==> config.mk <==
export PLATFORM = sky130hd
export DESIGN_NAME = countdown_timer_core
export DESIGN_NICKNAME = d
export VERILOG_FILES = /design/src/rtl/countdown_timer_core.sv
export SDC_FILE = /design/constraint.sdc
export NUM_CORES = 1
export LEC_CHECK = 0
export BUFFER_PORTS_ARGS = -buffer_cell sky130_fd_sc_hd__buf_4
export CAP_MARGIN = 20
export CORE_MARGIN = 4
export CORE_UTILIZATION = 57
export CTS_BUF_LIST = sky130_fd_sc_hd__clkbuf_4
export DETAILED_ROUTE_END_ITERATION = 6
export GPL_ROUTABILITY_DRIVEN = 0
export PLACE_DENSITY_LB_ADDON = 0.08
export SYNTH_ARGS = -nofsm -noshare
export SYNTH_HDL_FRONTEND = slang
export SYNTH_SLANG_ARGS = --single-unit
==> constraint.sdc <==
create_clock -name clk -period 7.4 [get_ports clk]
set_clock_uncertainty 0.05 [all_clocks]
set_input_delay 0.37 -clock clk [delete_from_list [all_inputs] [get_ports clk]]
set_output_delay 0.37 -clock clk [all_outputs]
set_load 0.01 [all_outputs]
==> src/rtl/countdown_timer_core.sv <==
`default_nettype none
// =====================================================================
// Module   : countdown_timer_core
// Brief    : MM:SS BCD countdown with run/pause/done control and a 1 Hz
//            prescaler. Define COUNTDOWN_AUTORELOAD_EN to reload the last
//            preset on expiry instead of stopping in DONE.
// Revision : 1.0 - initial release
// =====================================================================
module countdown_timer_core #(
   parameter int TICK_DIV = 50_000_000,
   parameter int PW       = 26
) (
   input  logic       clk,
   input  logic       rst,
   input  logic       start,
   input  logic       pause,
   input  logic       clear,
   input  logic       load,
   input  logic [3:0] ld_min_t,
   input  logic [3:0] ld_min_u,
   input  logic [3:0] ld_sec_t,
   input  logic [3:0] ld_sec_u,
   output logic [3:0] min_t,
   output logic [3:0] min_u,
   output logic [3:0] sec_t,
   output logic [3:0] sec_u,
   output logic       running,
   output logic       done,
   output logic       tick
);

   typedef enum logic [1:0] {
      IDLE   = 2'd0,
      RUN    = 2'd1,
      PAUSED = 2'd2,
      DONE   = 2'd3
   } state_t;

   localparam logic [PW-1:0] C_PRESC_LAST = PW'(TICK_DIV - 1);

   state_t        state_q, state_d;
   logic [PW-1:0] presc_q, presc_d;
   logic [15:0]   digits_q, digits_d;   // {min_t, min_u, sec_t, sec_u}
   logic          running_q, running_d;
   logic          done_q, done_d;
   logic          tick_q, tick_d;

   logic [15:0]   w_preset;
   logic [15:0]   w_dec;
   logic          w_cur_zero;
   logic          w_dec_zero;

`ifdef COUNTDOWN_AUTORELOAD_EN
   logic [15:0]   shadow_q, shadow_d;
   logic          w_reload;
`endif

   assign w_preset = {(ld_min_t > 4'd9) ? 4'd9 : ld_min_t,
                      (ld_min_u > 4'd9) ? 4'd9 : ld_min_u,
                      (ld_sec_t > 4'd5) ? 4'd5 : ld_sec_t,
                      (ld_sec_u > 4'd9) ? 4'd9 : ld_sec_u};

   assign w_cur_zero = (digits_q == 16'h0000);
   assign w_dec_zero = (w_dec == 16'h0000);

   // One-second decrement with the borrow cascade; saturates at 00:00.
   always_comb begin
      w_dec = digits_q;
      if (w_cur_zero) begin
         w_dec = 16'h0000;
      end else if (digits_q[3:0] != 4'd0) begin
         w_dec[3:0] = digits_q[3:0] - 4'd1;
      end else begin
         w_dec[3:0] = 4'd9;
         if (digits_q[7:4] != 4'd0) begin
            w_dec[7:4] = digits_q[7:4] - 4'd1;
         end else begin
            w_dec[7:4] = 4'd5;
            if (digits_q[11:8] != 4'd0) begin
               w_dec[11:8] = digits_q[11:8] - 4'd1;
            end else begin
               w_dec[11:8]  = 4'd9;
               w_dec[15:12] = digits_q[15:12] - 4'd1;
            end
         end
      end
   end

   always_comb begin
      state_d  = state_q;
      presc_d  = presc_q;
      digits_d = digits_q;
      tick_d   = 1'b0;
`ifdef COUNTDOWN_AUTORELOAD_EN
      shadow_d = shadow_q;
      w_reload = 1'b0;
`endif
      if (clear) begin
         digits_d = 16'h0000;
         presc_d  = '0;
         state_d  = IDLE;
      end else if (load && (state_q != RUN)) begin
         digits_d = w_preset;
         presc_d  = '0;
         state_d  = IDLE;
`ifdef COUNTDOWN_AUTORELOAD_EN
         shadow_d = w_preset;
`endif
      end else if (pause) begin
         // pause outranks start, so it also blocks a resume while held
         if (state_q == RUN) begin
            state_d = PAUSED;
         end
      end else if (start && (state_q == IDLE) && !w_cur_zero) begin
         state_d = RUN;
         presc_d = '0;
      end else if (start && (state_q == PAUSED)) begin
         state_d = RUN;
      end else if (state_q == RUN) begin
         if (presc_q == C_PRESC_LAST) begin
            presc_d  = '0;
            tick_d   = 1'b1;
            digits_d = w_dec;
            if (w_dec_zero) begin
`ifdef COUNTDOWN_AUTORELOAD_EN
               if (shadow_q != 16'h0000) begin
                  digits_d = shadow_q;
                  w_reload = 1'b1;
               end else begin
                  state_d = DONE;
               end
`else
               state_d = DONE;
`endif
            end
         end else begin
            presc_d = presc_q + PW'(1);
         end
      end

      running_d = (state_d == RUN);
`ifdef COUNTDOWN_AUTORELOAD_EN
      done_d    = (state_d == DONE) || w_reload;
`else
      done_d    = (state_d == DONE);
`endif
   end

   always_ff @(posedge clk or posedge rst) begin
      if (rst) begin
         state_q   <= IDLE;
         presc_q   <= '0;
         digits_q  <= 16'h0000;
         running_q <= 1'b0;
         done_q    <= 1'b0;
         tick_q    <= 1'b0;
      end else begin
         state_q   <= state_d;
         presc_q   <= presc_d;
         digits_q  <= digits_d;
         running_q <= running_d;
         done_q    <= done_d;
         tick_q    <= tick_d;
      end
   end

`ifdef COUNTDOWN_AUTORELOAD_EN
   always_ff @(posedge clk or posedge rst) begin
      if (rst) begin
         shadow_q <= 16'h0000;
      end else begin
         shadow_q <= shadow_d;
      end
   end
`endif

   assign min_t   = digits_q[15:12];
   assign min_u   = digits_q[11:8];
   assign sec_t   = digits_q[7:4];
   assign sec_u   = digits_q[3:0];
   assign running = running_q;
   assign done    = done_q;
   assign tick    = tick_q;

endmodule
`default_nettype wire

## Word level (Yosys, flattened, before mapping)

Cells that the tools add are included.

- Register bits after elaboration: 47
- Input bits: 22
- Output and inout bits: 19

- $add $sub $neg: 5
- Order comparisons: 4
- Equal/unequal tests: 10
- Multiplexer cells: 41
- Reduce and logical (&&, ||, !) cells: 16

Operators by type and width:

| operator | number |
|---|---|
| 2-to-1 mux 26 bit | 7 |
| 2-to-1 mux 16 bit | 8 |
| zero test 16 bit | 2 |
| 2-to-1 mux 4 bit | 8 |
| adder 26 x 1 -> 26 bit (second input constant) | 1 |
| == test 26 bit (second input constant) | 1 |
| 2-to-1 mux 2 bit | 9 |
| nonzero test 4 bit | 4 |
| subtractor 4 x 1 -> 4 bit (second input constant) | 4 |
| greater-than comparator 4 bit (second input constant) | 3 |
| 2-to-1 mux 12 bit | 1 |
| 2-to-1 mux 8 bit | 1 |
| 2-to-1 mux 1 bit | 7 |
| != test 3 bit (second input constant) | 2 |
| nonzero test 3 bit | 2 |
| AND reduction 5 bit | 1 |
| == test 2 x 1 -> 1 bit (second input constant) | 2 |
| == test 2 bit (second input constant) | 2 |
| greater-than comparator 4 x 3 -> 1 bit (second input constant) | 1 |
| logical AND 1 bit | 4 |
| != test 4 bit (second input constant) | 1 |
| != test 3 x 1 -> 1 bit (second input constant) | 1 |
| AND reduction 3 bit | 1 |
| zero test 2 bit | 1 |
| 2 further kinds | 2 |

## Logic depth before layout (Yosys ltp)

- Word-level depth: 15
- Gate-level depth with buffers: 10
- Mapped depth without buffers: 8

## Least setup slack after synthesis

OpenSTA, ideal clock, no wires.

- Kind: register to register
- From: register digits_q[0]
- To: register running_q, in the netlist running
- Arrival: 2.551 ns
- Setup slack: 4.669 ns
- Stages on the path, launching flop included: 10
- Clock period less this slack: 2.731 ns
- Path through: dfrtp_1 inv_1 ha_1 nor3b_4 nand4_4 a31o_1 buf_6 or4_4 nor4_2 nor2_1

- Word-level cells in the longest chain between the ends: 13
- Elaborated cells between the ends (all ways): 18
- Those cells by class: add/sub (1); eq/ne (1); mux (11); reduce/logical (5)

RTL lines:

| item | line | RTL |
|---|---|---|
| start: declaration | 43 | `logic [15:0] digits_q, digits_d;` |
| start signal: assignment | 160 | `digits_q <= digits_d;` |
| subtractor 4 x 1 -> 4 bit / nonzero test 4 bit (equally long branches) | 72, 71 |  |
| 2-to-1 mux 4 bit / 2-to-1 mux 12 bit (equally long branches) | 71 | `end else if (digits_q[3:0] != 4'd0) begin` |
| 2-to-1 mux 16 bit | 69 | `if (w_cur_zero) begin` |
| zero test 16 bit | 64 | `assign w_dec_zero = (w_dec == 16'h0000);` |
| 2-to-1 mux 2 bit | 124 | `if (w_dec_zero) begin` |
| 2-to-1 mux 2 bit | 120 | `if (presc_q == C_PRESC_LAST) begin` |
| 2-to-1 mux 2 bit | 119 | `end else if (state_q == RUN) begin` |
| 2-to-1 mux 2 bit | 117 | `end else if (start && (state_q == PAUSED)) begin` |
| 2-to-1 mux 2 bit * | 114 | `end else if (start && (state_q == IDLE) && !w_cur_zero) begin` |
| 2-to-1 mux 2 bit * | 109 | `end else if (pause) begin` |
| 2-to-1 mux 2 bit * | 102 | `end else if (load && (state_q != RUN)) begin` |
| 2-to-1 mux 2 bit * | 98 | `if (clear) begin` |
| == test 2 x 1 -> 1 bit * | 141 | `running_d = (state_d == RUN);` |
| named net running_d | 44 | `logic running_q, running_d;` |
| end signal: assignment | 161 | `running_q <= running_d;` |
| end: declaration | 44 |  |

The timed path passes the listed nets; every way through them passes the cells marked *.
A chain may end at the register's enable or synchronous reset.

## Worst setup path after layout

- From: register digits_q[0]
- To: register done_q, in the netlist done

- Word-level cells in the longest chain between the ends: 13
- Elaborated cells between the ends (all ways): 18
- Those cells by class: add/sub (1); eq/ne (1); mux (11); reduce/logical (5)

RTL lines:

| item | line | RTL |
|---|---|---|
| subtractor 4 x 1 -> 4 bit / nonzero test 4 bit (equally long branches) | 72, 71 |  |
| 2-to-1 mux 4 bit / 2-to-1 mux 12 bit (equally long branches) | 71 |  |
| 2-to-1 mux 16 bit | 69 |  |
| zero test 16 bit | 64 |  |
| 2-to-1 mux 2 bit | 124 |  |
| 2-to-1 mux 2 bit | 120 |  |
| 2-to-1 mux 2 bit | 119 |  |
| 2-to-1 mux 2 bit | 117 |  |
| 2-to-1 mux 2 bit * | 114 |  |
| 2-to-1 mux 2 bit * | 109 |  |
| 2-to-1 mux 2 bit * | 102 |  |
| 2-to-1 mux 2 bit * | 98 |  |
| == test 2 bit * | 145 | `done_d = (state_d == DONE);` |
| named net done_d | 45 | `logic done_q, done_d;` |
| end signal: assignment | 162 | `done_q <= done_d;` |
| end: declaration | 45 |  |

Marked as above.

==> impl_metrics.json <==
{
  "reg2reg_from": "digits_q[0]",
  "ys.flop_type": "dfrtp_1",
  "cts_buffers": 5,
  "via_per_inst": 6.17,
  "synth.net_count": 409,
  "drive_gt1_frac": 0.168,
  "worstHoldPathCells": 3,
  "utilization": 0.688,
  "crit_type": "reg -> reg",
  "clock_latency_ns": 0.38,
  "fin_crit_sh": 0.454,
  "setup_viol": 0,
  "fin_nets": 444,
  "antenna_left": 0,
  "synth-edff-count": 0,
  "cp.depth": 8,
  "rsz0062_at_grt": "no",
  "period_needed_ns": 3.36,
  "diodes": 0,
  "status": "finished, final reports clean",
  "cts-root-buf": "clkbuf_4",
  "hp-start": "ld_min_u[2]",
  "max_stage_delay_ns": 0.62,
  "pre_cts_slack_ns": 4.11,
  "syn_to_final_growth_pct": 13.6,
  "reg2regPathDepth": 8,
  "synth.distinct_cells": 54,
  "grt_pass1_wl_um": 13600,
  "startpoint_type": "register",
  "path_clk_slew_ns": 0.16,
  "syn_inst": 380,
  "core.rowCount": 26,
  "fin_ws_ns": 4.04,
  "wirelength_um": 7890,
  "wire_per_inst_um": 16.2,
  "cts-resized-gates": 0,
  "first_iter_violations": 251,
  "worst_pin_slew_ns": 0.862,
  "drv_slew": 0,
  "startpoint": "digits_q[0]",
  "cts.sink_count": 47,
  "async_flop_share": 1.00,
  "critPathBufInv": 1,
  "die_w_um": 82.8,
  "hold_path.class": "in -> reg",
  "drc": 0,
  "cts_tree": "built",
  "power_uw": 531,
  "hold_viol_final": 0,
  "grt_use_total": 0.234,
  "p_per_area_mw_per_mm2": 146,
  "critPathArrivalTime_ns": 3.63,
  "relSlewSlack": 0.421,
  "core_area_mm2": 0.00527,
  "die_h_um": 82.8,
  "grt_pass1_vias": 2819,
  "fill_cells": 427,
  "fin_setup_tns_ns": 0,
  "hpwl_um": 5770,
  "grt_max_degree": 48,
  "worstPathMaxFanout": 19,
  "htreeDepth": 2,
  "cts_max_path_buffers": 2,
  "antenna_found_initial": 0,
  "ys_seq_area_frac": 0.368,
  "grt_overflow": 0,
  "port-buffer-count": 40,
  "power_leakage_uw": 0.00153,
  "syn_area_mm2": 0.00319,
  "path_cells": "inv_1, ha_1, nor3b_4, nand4_4, a31o_1, or4_4, nor4_2, o21a_1",
  "yosysWarnings": 0,
  "initial_utilization": 0.606,
  "dieArea_mm2": 0.00686,
  "ios": 41,
  "crit_family": "simple AND/OR/NAND/NOR gates",
  "drv_cap": 0,
  "avgSynthCellArea_um2": 8.40,
  "vdd_drop_max_mv": 0.0829,
  "ys_ff_latch": 47,
  "fmax_mhz": 298,
  "slowest_stage": "or4_4",
  "vias": 3001,
  "critPathCaptureType": "register",
  "dr.pass1.iters": 4,
  "critPathRequiredTime_ns": 7.66
}
flip-flops by register name, indices dropped and copies added, names as in the netlist:
register and cells:
presc_q 26, digits_q 16, done 1, tick 1, running 1, state_q 2
cells in the final DEF (no fill, tap or decap), types with 8 or more instances in the layout:
cell type  Yosys  routed
nor2_1        36      36
o31ai_1        8       8
a21oi_1       10      10
and3_1         9       9
nand2_1       43      43
nor3_1        21      21
dfrtp_1       47      47
inv_1         19      18
nand3_1       11      11
o21ai_0       36      36
buf_4          0      42
tightest hold or removal path: stages:
cell,delay (ns)
buf_4,0.08
nand2_1,0.04
o21ai_0,0.06
power by group:
group	internal [uW]	switching (uW)	total [uW]
logic	52.2	72.2	124
registers	263	12.2	275
clock network	38.6	92.7	131
total	354	177	531
cell type report:
type	count	area [um2]	share of cell area
well taps	70	87.6	0.0242
clock inverters	3	22.5	0.00621
multi-input cells	298	1890	0.520
clock buffers	5	37.5	0.0104
repair buffers	44	345	0.0952
inverters	19	71.3	0.0197
flip-flops and latches	47	1180	0.324
routing by layer:
metal,share of wire,GRT usage
met1,0.48,0.345
met2,0.45,0.355
met3,0.063,0.0446
met4,0.0067,0.0550
met5,0,0
worst paths after layout:
kind | to | slack (ns)
min | digits_q[10] | 0.15
max | done | 4.04
min reg2reg | presc_q[3] | 0.49
max in group asynchronous | digits_q[3] | 6.33
min in group asynchronous | presc_q[3] | 0.46
max reg2reg | done | 4.04
cells by family (layout without fill, tap and decap cells):
| logic type | count (synthesis) | in the layout | share of synthesized area |
|---|---|---|---|
| simple gates | 184 | 184 | 0.323 |
| compound gates | 90 | 90 | 0.183 |
| flops | 47 | 47 | 0.368 |
| buf+inv | 35 | 71 | 0.0466 |
| mux | 9 | 9 | 0.0290 |
| xor+xnor | 8 | 8 | 0.0219 |
| fa+ha+maj | 7 | 7 | 0.0274 |
cell usage after synthesis, types with 8 or more instances:
library cell  instances  area [um2]
dfrtp_1              47        1180
nand2_1              43         161
nor2_1               36         135
o21ai_0              36         180
nor3_1               21         105
inv_1                19        71.3
clkbuf_1             12        45.0
nand3_1              11        55.1
a21oi_1              10        50.1
and3_1                9        56.3
nor4_1                8        50.1
o31ai_1               8        60.1
stage by stage:
| stage | cell area (um2) | cells | hold slack, ns |
|---|---|---|---|
| after detailed placement | 3540 | 476 | 0.467 |
| after floorplan | 3190 | 380 | 0.418 |
| after global placement | 3540 | 476 | 0.463 |
| after global routing | 3630 | 486 | 0.155 |
| final | 3630 | 486 | 0.148 |
| after CTS | 3600 | 484 | 0.142 |
timing repair:
item | CTS | global route
endpoints found under the setup margin | 0 | 0
setup buffers | 0 | 0
hold endpoints to repair | 0 | 16
hold buffers | 0 | 1
(Power assumes the default switching activity.)
